File: config.mk
export PLATFORM = sky130hd
export DESIGN_NAME = dmem_arbiter_flat
export DESIGN_NICKNAME = d
export VERILOG_FILES = /design/src/rtl/dmem_arbiter_if.sv /design/src/rtl/dmem_arbiter.sv /design/src/flat_wrapper.sv
export SDC_FILE = /design/constraint.sdc
export NUM_CORES = 1
export LEC_CHECK = 0
export CORE_AREA = 2 2 119 121
export DETAILED_ROUTE_END_ITERATION = 8
export DIE_AREA = 0 0 121 123
export GPL_ROUTABILITY_DRIVEN = 1
export PLACE_DENSITY = 0.7
export SYNTH_ARGS = -nofsm -noshare
export SYNTH_HDL_FRONTEND = slang
export SYNTH_SLANG_ARGS = --single-unit
File: constraint.sdc
create_clock -name clk -period 2.3 [get_ports clk]
set_input_delay 0.23 -clock clk [delete_from_list [all_inputs] [get_ports clk]]
set_output_delay 0.23 -clock clk [all_outputs]
set_load 0.03 [all_outputs]
File: src/rtl/dmem_arbiter_if.sv
// Bundle of the two requester ports and the data-memory pins around dmem_arbiter.
// slave = arbiter side; master = requesters plus the memory itself.
interface dmem_arbiter_if;
  logic        p0_req, p0_we, p0_lock;
  logic [31:0] p0_addr, p0_wdata;
  logic        p0_gnt, p0_rvalid, p0_err;
  logic [31:0] p0_rdata;

  logic        p1_req, p1_we, p1_lock;
  logic [31:0] p1_addr, p1_wdata;
  logic        p1_gnt, p1_rvalid, p1_err;
  logic [31:0] p1_rdata;

  logic        mem_read, mem_write;
  logic [31:0] mem_addr, mem_wdata, mem_rdata;
  logic        lock_timeout;

  modport slave (
    input  p0_req, p0_we, p0_lock, p0_addr, p0_wdata,
    input  p1_req, p1_we, p1_lock, p1_addr, p1_wdata,
    input  mem_rdata,
    output p0_gnt, p0_rvalid, p0_err, p0_rdata,
    output p1_gnt, p1_rvalid, p1_err, p1_rdata,
    output mem_read, mem_write, mem_addr, mem_wdata,
    output lock_timeout
  );

  modport master (
    output p0_req, p0_we, p0_lock, p0_addr, p0_wdata,
    output p1_req, p1_we, p1_lock, p1_addr, p1_wdata,
    output mem_rdata,
    input  p0_gnt, p0_rvalid, p0_err, p0_rdata,
    input  p1_gnt, p1_rvalid, p1_err, p1_rdata,
    input  mem_read, mem_write, mem_addr, mem_wdata,
    input  lock_timeout
  );
endinterface

File: src/rtl/dmem_arbiter.sv
// Round-robin arbiter with bounded exclusive locks sharing one single-ported data memory
// between the MEM stage (port 0) and the debug/DMA loader (port 1).
module dmem_arbiter #(
  parameter int unsigned DEPTH    = 4096,
  parameter int unsigned LOCK_MAX = 4
) (
  input logic           clk,
  input logic           rst_n,
  dmem_arbiter_if.slave bus
);
  localparam int unsigned CW = $clog2(LOCK_MAX + 1);

  typedef enum logic [1:0] {IDLE, OWN0, OWN1} state_t;

  state_t        state_q, state_d;
  logic [CW-1:0] cnt_q, cnt_d;
  logic          last_q, last_d;
  logic [1:0]    rvalid_q, rvalid_d;
  logic [1:0]    err_q, err_d;
  logic [31:0]   rdata0_q, rdata0_d;
  logic [31:0]   rdata1_q, rdata1_d;
  logic          lock_timeout_q, lock_timeout_d;

  logic [1:0]    req, lock, gnt;
  logic          sel, sel_we, sel_lock, sel_err, good, own_lock;
  logic [31:0]   sel_addr, sel_wdata;

  assign req  = {bus.p1_req, bus.p0_req};
  assign lock = {bus.p1_lock, bus.p0_lock};

  // NOTE: every always_comb output gets a default first, so no path leaves it unassigned (no latch).
  always_comb begin
    gnt = 2'b00;
    if (rst_n) begin
      case (state_q)
        OWN0:    gnt = {1'b0, req[0]};
        OWN1:    gnt = {req[1], 1'b0};
        default: gnt = (&req) ? (last_q ? 2'b01 : 2'b10) : req;
      endcase
    end
  end

  assign sel       = gnt[1];
  assign sel_we    = sel ? bus.p1_we    : bus.p0_we;
  assign sel_lock  = sel ? lock[1]      : lock[0];
  assign sel_addr  = sel ? bus.p1_addr  : bus.p0_addr;
  assign sel_wdata = sel ? bus.p1_wdata : bus.p0_wdata;
  assign sel_err   = (sel_addr[1:0] != 2'b00) || ({2'b00, sel_addr[31:2]} >= 32'(DEPTH));
  assign good      = (|gnt) && !sel_err;
  assign own_lock  = (state_q == OWN1) ? lock[1] : lock[0];

  assign bus.p0_gnt    = gnt[0];
  assign bus.p1_gnt    = gnt[1];
  assign bus.mem_read  = good && !sel_we;
  assign bus.mem_write = good && sel_we;
  assign bus.mem_addr  = good ? sel_addr  : '0;
  assign bus.mem_wdata = good ? sel_wdata : '0;

  always_comb begin
    state_d        = state_q;
    cnt_d          = cnt_q;
    last_d         = last_q;
    lock_timeout_d = 1'b0;
    if (|gnt) last_d = sel;
    case (state_q)
      IDLE: begin
        if ((|gnt) && sel_lock) begin
          state_d = sel ? OWN1 : OWN0;
          cnt_d   = CW'(1);
        end
      end
      OWN0, OWN1: begin
        // The count runs whether or not the owner actually requests.
        if (!own_lock) begin
          state_d = IDLE;
          cnt_d   = '0;
        end else if (cnt_q == CW'(LOCK_MAX - 1)) begin
          state_d        = IDLE;
          cnt_d          = '0;
          lock_timeout_d = 1'b1;
        end else begin
          cnt_d = cnt_q + CW'(1);
        end
      end
      default: begin
        state_d = IDLE;
        cnt_d   = '0;
      end
    endcase
  end

  always_comb begin
    rvalid_d = gnt;
    err_d    = gnt & {2{sel_err}};
    rdata0_d = (gnt[0] && good && !sel_we) ? bus.mem_rdata : '0;
    rdata1_d = (gnt[1] && good && !sel_we) ? bus.mem_rdata : '0;
  end

  // NOTE: state flops use non-blocking assignments so every flop samples pre-edge values.
  always_ff @(posedge clk or negedge rst_n) begin
    if (!rst_n) begin
      state_q        <= IDLE;
      cnt_q          <= '0;
      last_q         <= 1'b1;
      rvalid_q       <= 2'b00;
      err_q          <= 2'b00;
      rdata0_q       <= '0;
      rdata1_q       <= '0;
      lock_timeout_q <= 1'b0;
    end else begin
      state_q        <= state_d;
      cnt_q          <= cnt_d;
      last_q         <= last_d;
      rvalid_q       <= rvalid_d;
      err_q          <= err_d;
      rdata0_q       <= rdata0_d;
      rdata1_q       <= rdata1_d;
      lock_timeout_q <= lock_timeout_d;
    end
  end

  assign bus.p0_rvalid    = rvalid_q[0];
  assign bus.p1_rvalid    = rvalid_q[1];
  assign bus.p0_err       = err_q[0];
  assign bus.p1_err       = err_q[1];
  assign bus.p0_rdata     = rdata0_q;
  assign bus.p1_rdata     = rdata1_q;
  assign bus.lock_timeout = lock_timeout_q;
endmodule

File: src/flat_wrapper.sv
// flat-port wrapper written by rule: the top's interface ports become plain ports
module dmem_arbiter_flat 
#(
  parameter int unsigned DEPTH    = 4096,
  parameter int unsigned LOCK_MAX = 4
)
  (clk, rst_n, bus_p0_req, bus_p0_we, bus_p0_lock, bus_p0_addr, bus_p0_wdata, bus_p1_req, bus_p1_we, bus_p1_lock, bus_p1_addr, bus_p1_wdata, bus_mem_rdata, bus_p0_gnt, bus_p0_rvalid, bus_p0_err, bus_p0_rdata, bus_p1_gnt, bus_p1_rvalid, bus_p1_err, bus_p1_rdata, bus_mem_read, bus_mem_write, bus_mem_addr, bus_mem_wdata, bus_lock_timeout);
  dmem_arbiter_if bus_i ();
  input logic clk;
  input logic rst_n;
  input wire logic [$bits(bus_i.p0_req)-1:0] bus_p0_req;
  input wire logic [$bits(bus_i.p0_we)-1:0] bus_p0_we;
  input wire logic [$bits(bus_i.p0_lock)-1:0] bus_p0_lock;
  input wire logic [$bits(bus_i.p0_addr)-1:0] bus_p0_addr;
  input wire logic [$bits(bus_i.p0_wdata)-1:0] bus_p0_wdata;
  input wire logic [$bits(bus_i.p1_req)-1:0] bus_p1_req;
  input wire logic [$bits(bus_i.p1_we)-1:0] bus_p1_we;
  input wire logic [$bits(bus_i.p1_lock)-1:0] bus_p1_lock;
  input wire logic [$bits(bus_i.p1_addr)-1:0] bus_p1_addr;
  input wire logic [$bits(bus_i.p1_wdata)-1:0] bus_p1_wdata;
  input wire logic [$bits(bus_i.mem_rdata)-1:0] bus_mem_rdata;
  output wire logic [$bits(bus_i.p0_gnt)-1:0] bus_p0_gnt;
  output wire logic [$bits(bus_i.p0_rvalid)-1:0] bus_p0_rvalid;
  output wire logic [$bits(bus_i.p0_err)-1:0] bus_p0_err;
  output wire logic [$bits(bus_i.p0_rdata)-1:0] bus_p0_rdata;
  output wire logic [$bits(bus_i.p1_gnt)-1:0] bus_p1_gnt;
  output wire logic [$bits(bus_i.p1_rvalid)-1:0] bus_p1_rvalid;
  output wire logic [$bits(bus_i.p1_err)-1:0] bus_p1_err;
  output wire logic [$bits(bus_i.p1_rdata)-1:0] bus_p1_rdata;
  output wire logic [$bits(bus_i.mem_read)-1:0] bus_mem_read;
  output wire logic [$bits(bus_i.mem_write)-1:0] bus_mem_write;
  output wire logic [$bits(bus_i.mem_addr)-1:0] bus_mem_addr;
  output wire logic [$bits(bus_i.mem_wdata)-1:0] bus_mem_wdata;
  output wire logic [$bits(bus_i.lock_timeout)-1:0] bus_lock_timeout;
  assign bus_i.p0_req = bus_p0_req;
  assign bus_i.p0_we = bus_p0_we;
  assign bus_i.p0_lock = bus_p0_lock;
  assign bus_i.p0_addr = bus_p0_addr;
  assign bus_i.p0_wdata = bus_p0_wdata;
  assign bus_i.p1_req = bus_p1_req;
  assign bus_i.p1_we = bus_p1_we;
  assign bus_i.p1_lock = bus_p1_lock;
  assign bus_i.p1_addr = bus_p1_addr;
  assign bus_i.p1_wdata = bus_p1_wdata;
  assign bus_i.mem_rdata = bus_mem_rdata;
  assign bus_p0_gnt = bus_i.p0_gnt;
  assign bus_p0_rvalid = bus_i.p0_rvalid;
  assign bus_p0_err = bus_i.p0_err;
  assign bus_p0_rdata = bus_i.p0_rdata;
  assign bus_p1_gnt = bus_i.p1_gnt;
  assign bus_p1_rvalid = bus_i.p1_rvalid;
  assign bus_p1_err = bus_i.p1_err;
  assign bus_p1_rdata = bus_i.p1_rdata;
  assign bus_mem_read = bus_i.mem_read;
  assign bus_mem_write = bus_i.mem_write;
  assign bus_mem_addr = bus_i.mem_addr;
  assign bus_mem_wdata = bus_i.mem_wdata;
  assign bus_lock_timeout = bus_i.lock_timeout;
  dmem_arbiter #(.DEPTH(DEPTH), .LOCK_MAX(LOCK_MAX)) u_core (.clk(clk), .rst_n(rst_n), .bus(bus_i));
endmodule
==> summary.md <==
| Metric | Value |
|---|---|
| Reg area | `1880 um^2` |
| Failing checks | `negative setup slack` |
| Switching pwr | `1170 uW` |
| Critical Path AT | `2.26 ns` |
| Share of flip-flops with an asynchronous set or reset | `100%` |
| Synth Area in XOR/XNOR | `0%` |
| Period utilization | `108%` |
| Yosys top cell by area | `dfrtp_1` |
| Mean Syn Cell Area | `11.3 um^2` |
| Site Rows | `43` |
| Largest cells by area after synthesis | `dfrtp_1, a22o_1, a21oi_2` |
| Sequential share of power | `35.5%` |
| Combinational Power Share | `29.4%` |
| Die area | `14900 um^2` |
| Result of the run | `finished with violations` |
| Input/output buffers | `284` |
| Pwr Total | `3980 uW` |
| Final WL | `17100 um` |
| Routed vias/inst | `4.79` |
| Crit end category | `output pin` |
| Placed Instances | `794` |
| CTS tree | `built` |
| Post-synthesis adder-cell area fraction | `1.65%` |
| Cts bufs inserted | `9` |
| CP Class | `input pin to output pin` |
| Complex-gate fraction of the synthesized area | `20.2%` |
| Synthesized area | `3790 um^2` |
| Layout cells sized above 1 | `between 30% and 40%` |
| Post-synth cell types | `45` |
| Initial antenna violation count | `1` |
| Worst Max-Slew Pin Slew | `0.817 ns` |
| Vias in the first global route | `4099` |
| Worst-path clk slew | `0.06 ns` |
| Final worst setup slack | `-0.194 ns` |
| Placed Area | `6860 um^2` |
| Worst min path class | `input pin to async pin` |
| Final hold viol count | `0` |
| Final Slew Violations | `0` |
| EDFF count, synth | `0` |
| H-tree levels | `3` |
| Wire per inst | `roughly 21 um` |
| Clock group share of total power | `35.1%` |
| Setup TNS Final | `-7.24 ns` |
| Simple-Gate Fraction of Synth Area | `18.2%` |
| Pwr dens | `516 nW/um^2` |
| Core area | `13600 um^2` |
| Synth Instances | `335` |
| Main combinational cell family by area after synthesis | `compound AO/OA/AOI/OAI gates` |
| Die height | `around 120 um` |
| Clock Root Buffer | `clkbuf_16` |
| Overall global routing resource usage | `21.1%` |
| HPWL after detailed placement | `12300 um` |
| Initial Util | `27.9%` |
| Register area share after synthesis | `49.5%` |
| Yosys top cell area share | `roughly 50%` |
| Antenna-violating nets left | `0` |
| Clock tree buffer depth | `2` |
| Most common flop cell mapped by yosys | `dfrtp_1` |
| Area of the multi-input gates | `1830 um^2` |
| Fmax | `approximately 400 MHz` |
| CP Data Required Time | `2.07 ns` |
| FILL cells | `approximately 1.1k` |
| Clock sink total | `between 70 and 80` |
| Nets | `814` |
| Post-synthesis mux area share | `0.858%` |
| VDD IR max | `0.353 mV` |
| Most numerous cell in the Yosys netlist | `dfrtp_1` |
| GR Overflow Total | `0` |
| Pre-Repair DR Iteration Count | `4` |
| Flip-flop and latch count after synthesis | `75` |
| Gpl congestion | `0.828` |
| Number of setup violations in the final report | `46` |
| Final Critical Period | `about 2.5 ns` |
| Global-route wire length before repair | `23600 um` |
| Area delta synth->final | `104%` |
| DRC viols | `0` |
| Synth cell count leaders | `dfrtp_1, a22o_1, nand4_1` |
| RSZ-0062 raised after global routing | `true` |
| Core Util, Final | `between 50% and 60%` |
| Design Area, Final | `7720 um^2` |
| Ports | `305` |
| Pleak | `0.00329 uW` |
| Clk_skew | `0.00670 ns` |
| Initial DRC count | `289` |
| Sw Ratio | `29.4%` |
| Critical path startpoint category | `input pin` |
| Syn. warnings | `0` |
| Chip Width | `121 um` |
| Largest net degree at the start of global routing | `68` |
| DR vias | `3962` |
| Max_cap viols | `0` |
| Worst-path fanout max | `6` |
| Non-filler cells, final | `828` |
| Internal Power | `around 2800 uW` |
| Relative slew slack | `45.5%` |
| Clock Latency Late Sink | `~0.33 ns` |
cell families (layout without fill, tap and decap cells):
group / after synthesis / count (layout)
other cells: 1 / 22
fa+ha+maj: 5 / 5
flops: 75 / 75
mux: 3 / 3
buf+inv: 55 / 347
simple gates: 109 / 109
compound gates: 87 / 87
final cells by class:
| type | count | area share [%] |
|---|---|---|
| antenna | 2 | 0.0648 |
| clock buffer | 10 | 2.96 |
| clock inverter | 6 | 0.842 |
| inverter | 6 | 0.292 |
| multi-input combinational | 224 | 23.7 |
| sequential | 75 | 24.3 |
| tap | 180 | 2.92 |
| timing repair buffer | 325 | 44.9 |
repair_timing:
| item | 4_1_cts | 5_1_grt |
|---|---|---|
| hold endpoints to repair | 8 | 0 |
| hold buffers | 1 | 0 |
| pin swaps | 3 | 3 |
| endpoints found under the setup margin | 48 | 77 |
| setup buffers | 5 | 1 |
| resized for setup | 61 | 9 |
| gates cloned | 3 | 6 |
cell usage in the layout, fill, tap and decap left out, types with 2 or more instances in the layout:
cell type and count:
clkdlybuf4s50_1 235, dfrtp_1 74, buf_6 47, nand4_1 35, and2_1 33, a22o_2 32
a21oi_2 30, buf_4 25, conb_1 20, clkbuf_16 14, a22o_4 12, buf_12 9
nor4_1 6, nor2_1 5, nand2_1 5, inv_1 4, and3_1 3, nand3_1 3
ha_1 3, buf_16 3, diode_2 2, inv_2 2, nand2b_1 2, nand3_2 2
or4_1 2, a21oi_1 2, o22ai_1 2, clkinv_2 2
critical path, cell delays in order:
cell and delay, ns:
clkdlybuf4s50_1 0.49, nor4_2 0.36, nand4_1 0.27, nor3_4 0.28, buf_6 0.18, clkbuf_16 0.16, a22o_2 0.15, buf_6 0.13
final timing paths:
check | startpoint | endpoint | slack (ns) | depth (start not counted)
setup reg to reg | u_core.state_q[1]$_DFFE_PN0P_ | u_core.cnt_q[0]$_DFFE_PN0P_ | 0.05 | 9
min in group clk | rst_n | u_core.last_q$_DFFE_PN1P_ | 0.39 | 4
setup / recovery | bus_p1_addr[21] | bus_mem_wdata[29] | -0.19 | 8
hold reg to reg | u_core.cnt_q[2]$_DFFE_PN0P_ | u_core.cnt_q[2]$_DFFE_PN0P_ | 0.48 | 1
max in group asynchronous | rst_n | u_core.last_q$_DFFE_PN1P_ | 1.56 | 2
hold / removal | rst_n | u_core.bus.p0_rdata[2]$_DFF_PN0_ | 0.14 | 2
layer usage:
layer	GRT usage [%]	up-vias	part of all wire (%)
met5	0	-	0
met4	6.47	0	1.8
met3	8.63	25	10
met2	31.9	216	47
met1	27.5	1903	41
li1	-	1818	-
flip-flops by register name, summed over array words and instances, names as in the netlist:
register,count
u_core.bus.lock_timeout,1
u_core.bus.p0_rdata,32
u_core.bus.p1_rdata,32
u_core.cnt_q,3
u_core.err_q,2
u_core.last_q,1
u_core.rvalid_q,2
u_core.state_q,2
power by group through the flow:
stage	clock network, uW	logic, uW	registers (uW)
floorplan	0	483	1480
global placement	0	1050	1430
detailed placement	0	1080	1440
CTS	1430	1150	1410
global route	1490	1260	1420
finish	1400	1170	1410
stage by stage:
stage | setup slack [ns] | hold slack, ns
floorplan | 0.00322 | -0.0656
global placement | -0.239 | 0.0760
detailed placement | -0.171 | 0.0768
CTS | -0.184 | 0.175
global route | -0.283 | 0.196
finish | -0.194 | 0.136
(Power assumes the default switching activity.)
